## src/rtl/turf_ram_arbiter.sv

```systemverilog
// ============================================================================
// Module   : turf_ram_arbiter
// Brief    : Single-port owner of the 3-bit turf RAM. Interleaves four
//            per-tick player trail writes with a pausable full-field scan
//            read. Trail writes always pre-empt the scan.
// Revision : 1.0 - initial release
// ============================================================================
`default_nettype none

module turf_ram_arbiter #(
    parameter logic [14:0] LAST_ADDR = 15'h4F7F,
    parameter logic [2:0]  P1_COL    = 3'b001,
    parameter logic [2:0]  P2_COL    = 3'b010,
    parameter logic [2:0]  P3_COL    = 3'b100,
    parameter logic [2:0]  P4_COL    = 3'b110
) (
    input  logic        clock25,
    input  logic        reset,
    input  logic        running,
    input  logic        tick,
    input  logic [14:0] p1,
    input  logic [14:0] p2,
    input  logic [14:0] p3,
    input  logic [14:0] p4,
    input  logic        scan_req,
    output logic        scan_busy,
    output logic        scan_valid,
    output logic [14:0] scan_addr,
    output logic [2:0]  scan_data,
    output logic        scan_done,
    output logic [14:0] address,
    output logic        wren,
    output logic [2:0]  data_to_ram,
    input  logic [2:0]  ram_output,
    output logic        overrun
);

    localparam logic [1:0] S_IDLE  = 2'd0;
    localparam logic [1:0] S_RUN   = 2'd1;
    localparam logic [1:0] S_DRAIN = 2'd2;

    logic [1:0]  r_state;
    logic [1:0]  w_state_next;

    logic [3:0]  r_pending;
    logic [1:0]  r_rr_ptr;
    logic [1:0]  r_base;
    logic [14:0] r_pos [4];
    logic        r_overrun;

    logic [14:0] r_ptr;
    logic        r_rd_valid;
    logic [14:0] r_rd_addr;

    logic [14:0] r_bus_addr;
    logic [2:0]  r_bus_data;

    logic        w_tick_accept;
    logic        w_wr_cycle;
    logic        w_rd_issue;
    logic [1:0]  w_sel;
    logic [2:0]  w_sel_col;

    assign w_tick_accept = tick & running;
    assign w_wr_cycle    = |r_pending;

    // Pick the first pending player, searching upward (mod 4) from the tick's base
    always_comb begin
        logic [1:0] v_idx;
        logic       v_found;
        w_sel   = r_base;
        v_found = 1'b0;
        v_idx   = r_base;
        for (int i = 0; i < 4; i++) begin
            v_idx = r_base + 2'(i);
            if (!v_found && r_pending[v_idx]) begin
                w_sel   = v_idx;
                v_found = 1'b1;
            end
        end
    end

    // Colour for the selected player
    always_comb begin
        case (w_sel)
            2'd0:    w_sel_col = P1_COL;
            2'd1:    w_sel_col = P2_COL;
            2'd2:    w_sel_col = P3_COL;
            default: w_sel_col = P4_COL;
        endcase
    end

    // Tick capture, pending-write bookkeeping and sticky overrun flag
    always_ff @(posedge clock25 or posedge reset) begin
        if (reset) begin
            r_pending <= 4'b0000;
            r_rr_ptr  <= 2'd0;
            r_base    <= 2'd0;
            r_overrun <= 1'b0;
            for (int i = 0; i < 4; i++) begin
                r_pos[i] <= 15'd0;
            end
        end else if (w_tick_accept) begin
            // A new tick replaces any unserviced writes from the previous one
            r_pos[0]  <= p1;
            r_pos[1]  <= p2;
            r_pos[2]  <= p3;
            r_pos[3]  <= p4;
            r_pending <= 4'b1111;
            r_rr_ptr  <= r_rr_ptr + 2'd1;
            r_base    <= r_rr_ptr + 2'd1;
            if (w_wr_cycle) begin
                r_overrun <= 1'b1;
            end
        end else if (w_wr_cycle) begin
            r_pending[w_sel] <= 1'b0;
        end
    end

    // Scan state register
    always_ff @(posedge clock25 or posedge reset) begin
        if (reset) begin
            r_state <= S_IDLE;
        end else begin
            r_state <= w_state_next;
        end
    end

    // Scan next-state logic; DRAIN is the single cycle in which the last read returns
    always_comb begin
        w_state_next = r_state;
        case (r_state)
            S_IDLE:  if (scan_req) w_state_next = S_RUN;
            S_RUN:   if (w_rd_issue && (r_ptr == LAST_ADDR)) w_state_next = S_DRAIN;
            S_DRAIN: w_state_next = S_IDLE;
            default: w_state_next = S_IDLE;
        endcase
    end

    // Scan/bus outputs: writes own the bus whenever any are pending
    always_comb begin
        scan_busy   = (r_state != S_IDLE);
        w_rd_issue  = (r_state == S_RUN) && !w_wr_cycle;
        wren        = w_wr_cycle;
        address     = r_bus_addr;
        data_to_ram = r_bus_data;
        if (w_wr_cycle) begin
            address     = r_pos[w_sel];
            data_to_ram = w_sel_col;
        end else if (w_rd_issue) begin
            address = r_ptr;
        end
    end

    // Scan pointer: cleared on scan start, advanced only on issued reads
    always_ff @(posedge clock25 or posedge reset) begin
        if (reset) begin
            r_ptr <= 15'd0;
        end else if ((r_state == S_IDLE) && scan_req) begin
            r_ptr <= 15'd0;
        end else if (w_rd_issue) begin
            r_ptr <= r_ptr + 15'd1;
        end
    end

    // Read return tracking and last-driven bus values for idle cycles
    always_ff @(posedge clock25 or posedge reset) begin
        if (reset) begin
            r_rd_valid <= 1'b0;
            r_rd_addr  <= 15'd0;
            r_bus_addr <= 15'd0;
            r_bus_data <= 3'd0;
        end else begin
            r_rd_valid <= w_rd_issue;
            if (w_rd_issue) begin
                r_rd_addr <= r_ptr;
            end
            if (w_wr_cycle) begin
                r_bus_addr <= r_pos[w_sel];
                r_bus_data <= w_sel_col;
            end else if (w_rd_issue) begin
                r_bus_addr <= r_ptr;
            end
        end
    end

    assign scan_valid = r_rd_valid;
    assign scan_addr  = r_rd_addr;
    assign scan_data  = r_rd_valid ? ram_output : 3'd0;
    assign scan_done  = r_rd_valid && (r_rd_addr == LAST_ADDR);
    assign overrun    = r_overrun;

endmodule

`default_nettype wire

```

## config.mk

```make
export PLATFORM = sky130hd
export DESIGN_NAME = turf_ram_arbiter
export DESIGN_NICKNAME = d
export VERILOG_FILES = /design/src/rtl/turf_ram_arbiter.sv
export SDC_FILE = /design/constraint.sdc
export NUM_CORES = 1
export LEC_CHECK = 0
export ABC_AREA = 1
export BUFFER_PORTS_ARGS = -buffer_cell sky130_fd_sc_hd__buf_2
export CORE_MARGIN = 2
export CORE_UTILIZATION = 58
export CTS_BUF_LIST = sky130_fd_sc_hd__clkbuf_4 sky130_fd_sc_hd__clkbuf_8
export CTS_CLUSTER_DIAMETER = 50
export CTS_CLUSTER_SIZE = 16
export DETAILED_ROUTE_END_ITERATION = 16
export PLACE_DENSITY = 0.83
export REMOVE_ABC_BUFFERS = 1
export SETUP_SLACK_MARGIN = 0.3
export SLEW_MARGIN = 20
export SYNTH_ARGS = -nofsm -noshare
export SYNTH_HDL_FRONTEND = slang
export SYNTH_SLANG_ARGS = --single-unit
```

## constraint.sdc

```tcl
create_clock -name clock25 -period 4.65 [get_ports clock25]
set_clock_uncertainty 0.05 [all_clocks]
set_input_delay 0.465 -clock clock25 [delete_from_list [all_inputs] [get_ports clock25]]
set_output_delay 0.465 -clock clock25 [all_outputs]
set_load 0.05 [all_outputs]
```

Word-level counts from Yosys, hierarchy flattened --
Index checks and enable logic that the tools add are counted.
Storage, ports and cells: register bits 118, input port bits 68, output and inout port bits 41, word-level logic and storage cells 86
Operators by class: add/sub/neg operators 4, $lt $le $gt $ge 7, equal/unequal tests 7, mux-type cells 31, bitwise gates (word level) 4, reduce and logical (&&, ||, !) cells 20
Operators by type and width (number):
- 2-to-1 mux 15 bit | 6
- binary-select mux 15 bit (select 2 bit) | 1
- == test 15 bit, second input constant | 2
- adder 15 x 1 -> 15 bit, second input constant | 1
- < comparator 2 x 3 -> 1 bit, second input constant | 5
- 2-to-1 mux 2 bit | 5
- case mux 3 bit (3 select lines) | 1
- binary-select mux 1 bit (select 2 bit) | 4
- logical AND 1 bit | 8
- 2-to-1 mux 1 bit | 8
- 2-to-1 mux 4 bit | 2
- 2-to-1 mux 3 bit | 2
- nonzero test 2 bit | 3
- adder 2 bit, second input constant | 2
- bitwise AND 4 bit | 1
- == test 2 x 1 -> 1 bit, second input constant | 2
- logical NOT 1 bit | 4
- logical NOT 2 bit | 2
- != test 2 bit, second input constant | 2
- NOT 4 bit | 1
- case mux 2 bit (2 select lines) | 1
- AND reduction 2 bit | 2
- OR reduction 4 bit | 1
- greater-or-equal comparator 3 bit, second input constant | 1
- 6 further kinds | 6

Depth between registers and ports, before layout --
word-level depth 20, depth in mapped cells 17, mapped depth without buffers 15

Worst setup path before layout --
No wires, ideal clock.
kind register -> output, from register r_base[0], to output port data_to_ram[2], data arrival time 2.493 ns, required time 4.135 ns, slack 1.642 ns, stages on the path, launching flop included 12, buffers on the path 2, path through dfrtp_1 buf_4 nand2_1 nand3_2 nand2_2 nand3_1 inv_1 nand2_1 nand3_2 nand2_4 buf_6 o21ai_0
On the way: longest elaborated chain between the ends 15, elaborated cells between the ends (all ways) 28, those cells by class add/sub: 3; eq/ne: 2; mux: 16; reduce/logical: 7
RTL lines:
- from (decl) | line 47 | logic [1:0] r_base;
- from (signal assigned) | line 111 | r_base <= r_rr_ptr + 2'd1;
- parallel branches: the longest is 11 deep, another holds adder 2 x 1 -> 2 bit
- 2-to-1 mux 2 bit (*) | line 76 | if (!v_found && r_pending[v_idx]) begin
- == test 2 bit (tied with other cells) | line 85 | case (w_sel)
- case mux 3 bit (3 select lines) (*) | line 85
- 2-to-1 mux 3 bit (*)
- to (decl) | line 33 | output logic [2:0] data_to_ram,
Mark *: on every way between the ends. The select of a mux whose other input is x is not followed.

Worst setup path after layout --
from register r_base[0], to output port address[10]
On the way: longest elaborated chain between the ends 17, elaborated cells between the ends (all ways) 28, those cells by class add/sub: 3; mux: 18; bitwise: 1; reduce/logical: 6
RTL lines:
- parallel branches: the longest is 11 deep, another holds adder 2 x 1 -> 2 bit
- 2-to-1 mux 2 bit (*) | line 76
- NOT 2 -> 3 bit (not written as such) (*) | line 148 | address = r_pos[w_sel];
- binary-select mux 15 bit (select 2 bit) (*) | line 148
- 2-to-1 mux 15 bit (not written as such) (*) (2 in a row) | line 148
- 2-to-1 mux 15 bit (*) | line 147 | if (w_wr_cycle) begin
- to (decl) | line 31 | output logic [14:0] address,
Marks and branches as above.

==> metrics.txt <==
status=finished, final reports clean; vias per cell=~5.3; number of global-route vias before repair=roughly 5,000; Placed Cells incl. Taps=slightly below 1,000; nets=931; Via Count=5,369; TritonCTS clock tree=yes; critical path type=reg -> out; Fin. Hold Viols=0; Post-synth top cells=nand2_1 (368), dfrtp_1 (118), nand3_1 (81), inv_1 (35), o21ai_0 (23); area leader, netlist=dfrtp_1; Post-CTS Setup Inserts=0; site row count=36; Syn Inst Count=between 700 and 800; RSZ-0062 raised after global routing=false; I/O Pins=about 110; Die W=104 µm; worst vdd rail ir drop=445 µV; mux cell area share after synthesis=0%; R2R setup slack=1.80 ns; simple-gate share of the synthesized area=around 37%; fmax=257 MHz; LEAKAGE=0.00382 µW; first-pass GRT wire length=23,300 µm; number of gates resized after cts=0; crit path max-delay cell type=nand2_1; Max Cap Violations=0; most frequent CP cell=nand2_1; Yosys Warn Count=0; final core occ=between 60% and 70%; clk buf depth=2; power density cells=between 700 and 800 nW/µm²; Fin Hold WS=~0.11 ns; Placer Congestion=0.843; Async S/R FF share, synth=100%; critical path startpoint category=flop; P&R area growth vs syn=16.6%; TNS Setup=0 ns; CTS Hold Bufs=0; H-tree Lvls=4; Total Routed Length=13,700 µm; synth unique cells=28; # clock sinks=118; worst slew pin tran=1.05 ns; final setup violating endpoints=0; crit-path cells=inv_2 -> nand2_1 -> nand2_2 -> nand2_1 -> nand2_1 -> nand2_2 -> nor2_4 -> nand2_1 -> nand3_1 -> nand2_1 -> nand2_1 -> nand2_1 -> nand2_1 -> nand2_1 -> buf_2; clock latency at the later pin of the worst-skew pair=around 0.43 ns; Seq cells post-synth=118; fin crit period=between 3 and 4 ns; compound-cell area share of the yosys netlist=around 5.2%; Final Cell Area=6780 µm²; core area=9770 µm²; EDFF count, synth=0; TritonRoute pass-1 iters=5; initial antenna violation count=0; share of the synthesized area in the top cell type=between 50% and 60%; PortBufs=108; Routed Antenna Nets=0; die height=104 µm; fill count=790; largest net degree at the start of global routing=85; Synth Area in Adders=0.215%; fin cells=1,008; CP max FO=31; gr usage total=between 20% and 30%; min-delay worst type=in -> async; CP endpoint kind=primary output; leading cell type by number of instances after synthesis=nand2_1; Initial Utilization=59.5%; largest family of logic cells by synthesized area=simple AND/OR/NAND/NOR gates; Critical Path RT=roughly 4.1 ns; Placed Area=between 6000 and 7000 µm²; n_diodes=0; detailed placer's ending HPWL=between 9000 and 10,000 µm; Max Transition Viols Final=0; slew margin rel.=29.9%; routed len/inst=13.6 µm; worst endpoint data arrival time=3.37 ns; clock buffer count from CTS=17; slowest stage delay, CP=between 0.7 and 0.8 ns; Seq/Total Area, Yosys=50.8%; die area=roughly 11,000 µm²; share of cells above drive strength 1=20.1%; xor and xnor area share after synthesis=0.452%; total gr overflow=0; Mapped Avg Cell Area=~7.6 µm²; Root Buffer=clkbuf_8; drt initial violations=638; dominant synthesized flop cell=dfrtp_1; DRC viols=0; Reg clk slew, reported paths=0.07 ns; mapped cell area=5810 µm²; Area contributors post-synth=dfrtp_1 (51%), nand2_1 (24%), nand3_1 (7.0%), inv_1 (2.3%), o21ai_0 (2.0%); Tcrit/Tclk final=83.6%
-- cells by family after synthesis --
logic type / Yosys count
xor+xnor: 3
fa+ha+maj: 1
buf+inv: 81
flops: 118
simple gates: 513
compound gates: 53
-- cell usage in the layout, fill, tap and decap left out --
cell type and count:
clkinv_2 2, xor2_1 3, a22oi_1 12, nor4_1 5, o21bai_1 2, bufinv_16 3, ha_1 1, o21ai_0 23
inv_6 1, nor2_4 1, clkbuf_4 2, clkinvlp_4 6, nand4_1 2, inv_4 1, nor2_2 2, a21oi_2 1
nor3_2 1, nand2_1 367, buf_4 5, nand2_4 3, inv_1 34, clkinv_1 2, dfrtp_1 118, nand3_1 81
nor2_1 20, buf_2 108, nand2_2 14, a21oi_1 10, o21ai_1 5, inv_2 4, nand3_2 3, nor3_1 14
clkinv_4 1, clkbuf_8 18
-- critical path: cells and delay by family (launching register included) --
kind / cells / cell delay [ns]
and+or+nand+nor: 13 / 1.89
DFF: 1 / 0.58
buffers and inverters: 2 / 0.47
-- worst paths after layout --
check | start | end | cells after the start
worst min-delay path | reset | scan_addr[2] | 2
worst min register to register | overrun | overrun | 1
min in group clock25 | p1[4] | r_pos[49] | 3
max in group asynchronous | reset | r_pos[13] | 3
worst max-delay path | r_base[0] | address[10] | 15
worst max register to register | r_base[0] | r_bus_addr[8] | 14
-- metrics by stage --
stage,total power (µW),setup slack [ns]
floorplan,3670,0.880
global placement,4330,1.46
detailed placement,4410,1.28
CTS,5390,0.802
global route,5740,0.521
finish,5400,0.765
-- sequential cells by signal, summed over array words and instances (netlist names) --
| signal | cells |
|---|---|
| scan_valid | 1 |
| r_bus_addr | 15 |
| r_base | 2 |
| scan_addr | 15 |
| r_state | 2 |
| r_bus_data | 3 |
| r_pending | 4 |
| r_ptr | 15 |
| overrun | 1 |
| r_pos | 60 |
-- cell type report --
class	count	area, µm²	area share, %
Clock buffer	20	263	3.88
Clock inverter	12	154	2.27
Inverter	42	165	2.44
Multi-Input combinational cell	570	2500	36.9
Sequential cell	118	2950	43.6
Tap cell	133	166	2.45
Timing Repair Buffer	113	578	8.53
-- per-layer routing --
| metal | track usage [%] | vias to the layer above | wire length, µm |
|---|---|---|---|
| li1 | - | 2631 | - |
| met4 | 10.3 | 0 | 369 |
| met2 | 41.5 | 239 | 6410 |
| met5 | 0 | - | 0 |
| met3 | 6.20 | 37 | 892 |
| met1 | 35.9 | 2462 | 6030 |
-- report_power, final --
| part | total, µW | switching, µW | leakage, µW | internal (µW) |
|---|---|---|---|---|
| logic | 3000 | 2320 | 0.00217 | 686 |
| clock network | 968 | 414 | 0.000194 | 554 |
| registers | 1430 | 167 | 0.00146 | 1260 |
| total | 5400 | 2900 | 0.00382 | 2500 |
(Power assumes the default switching activity.)
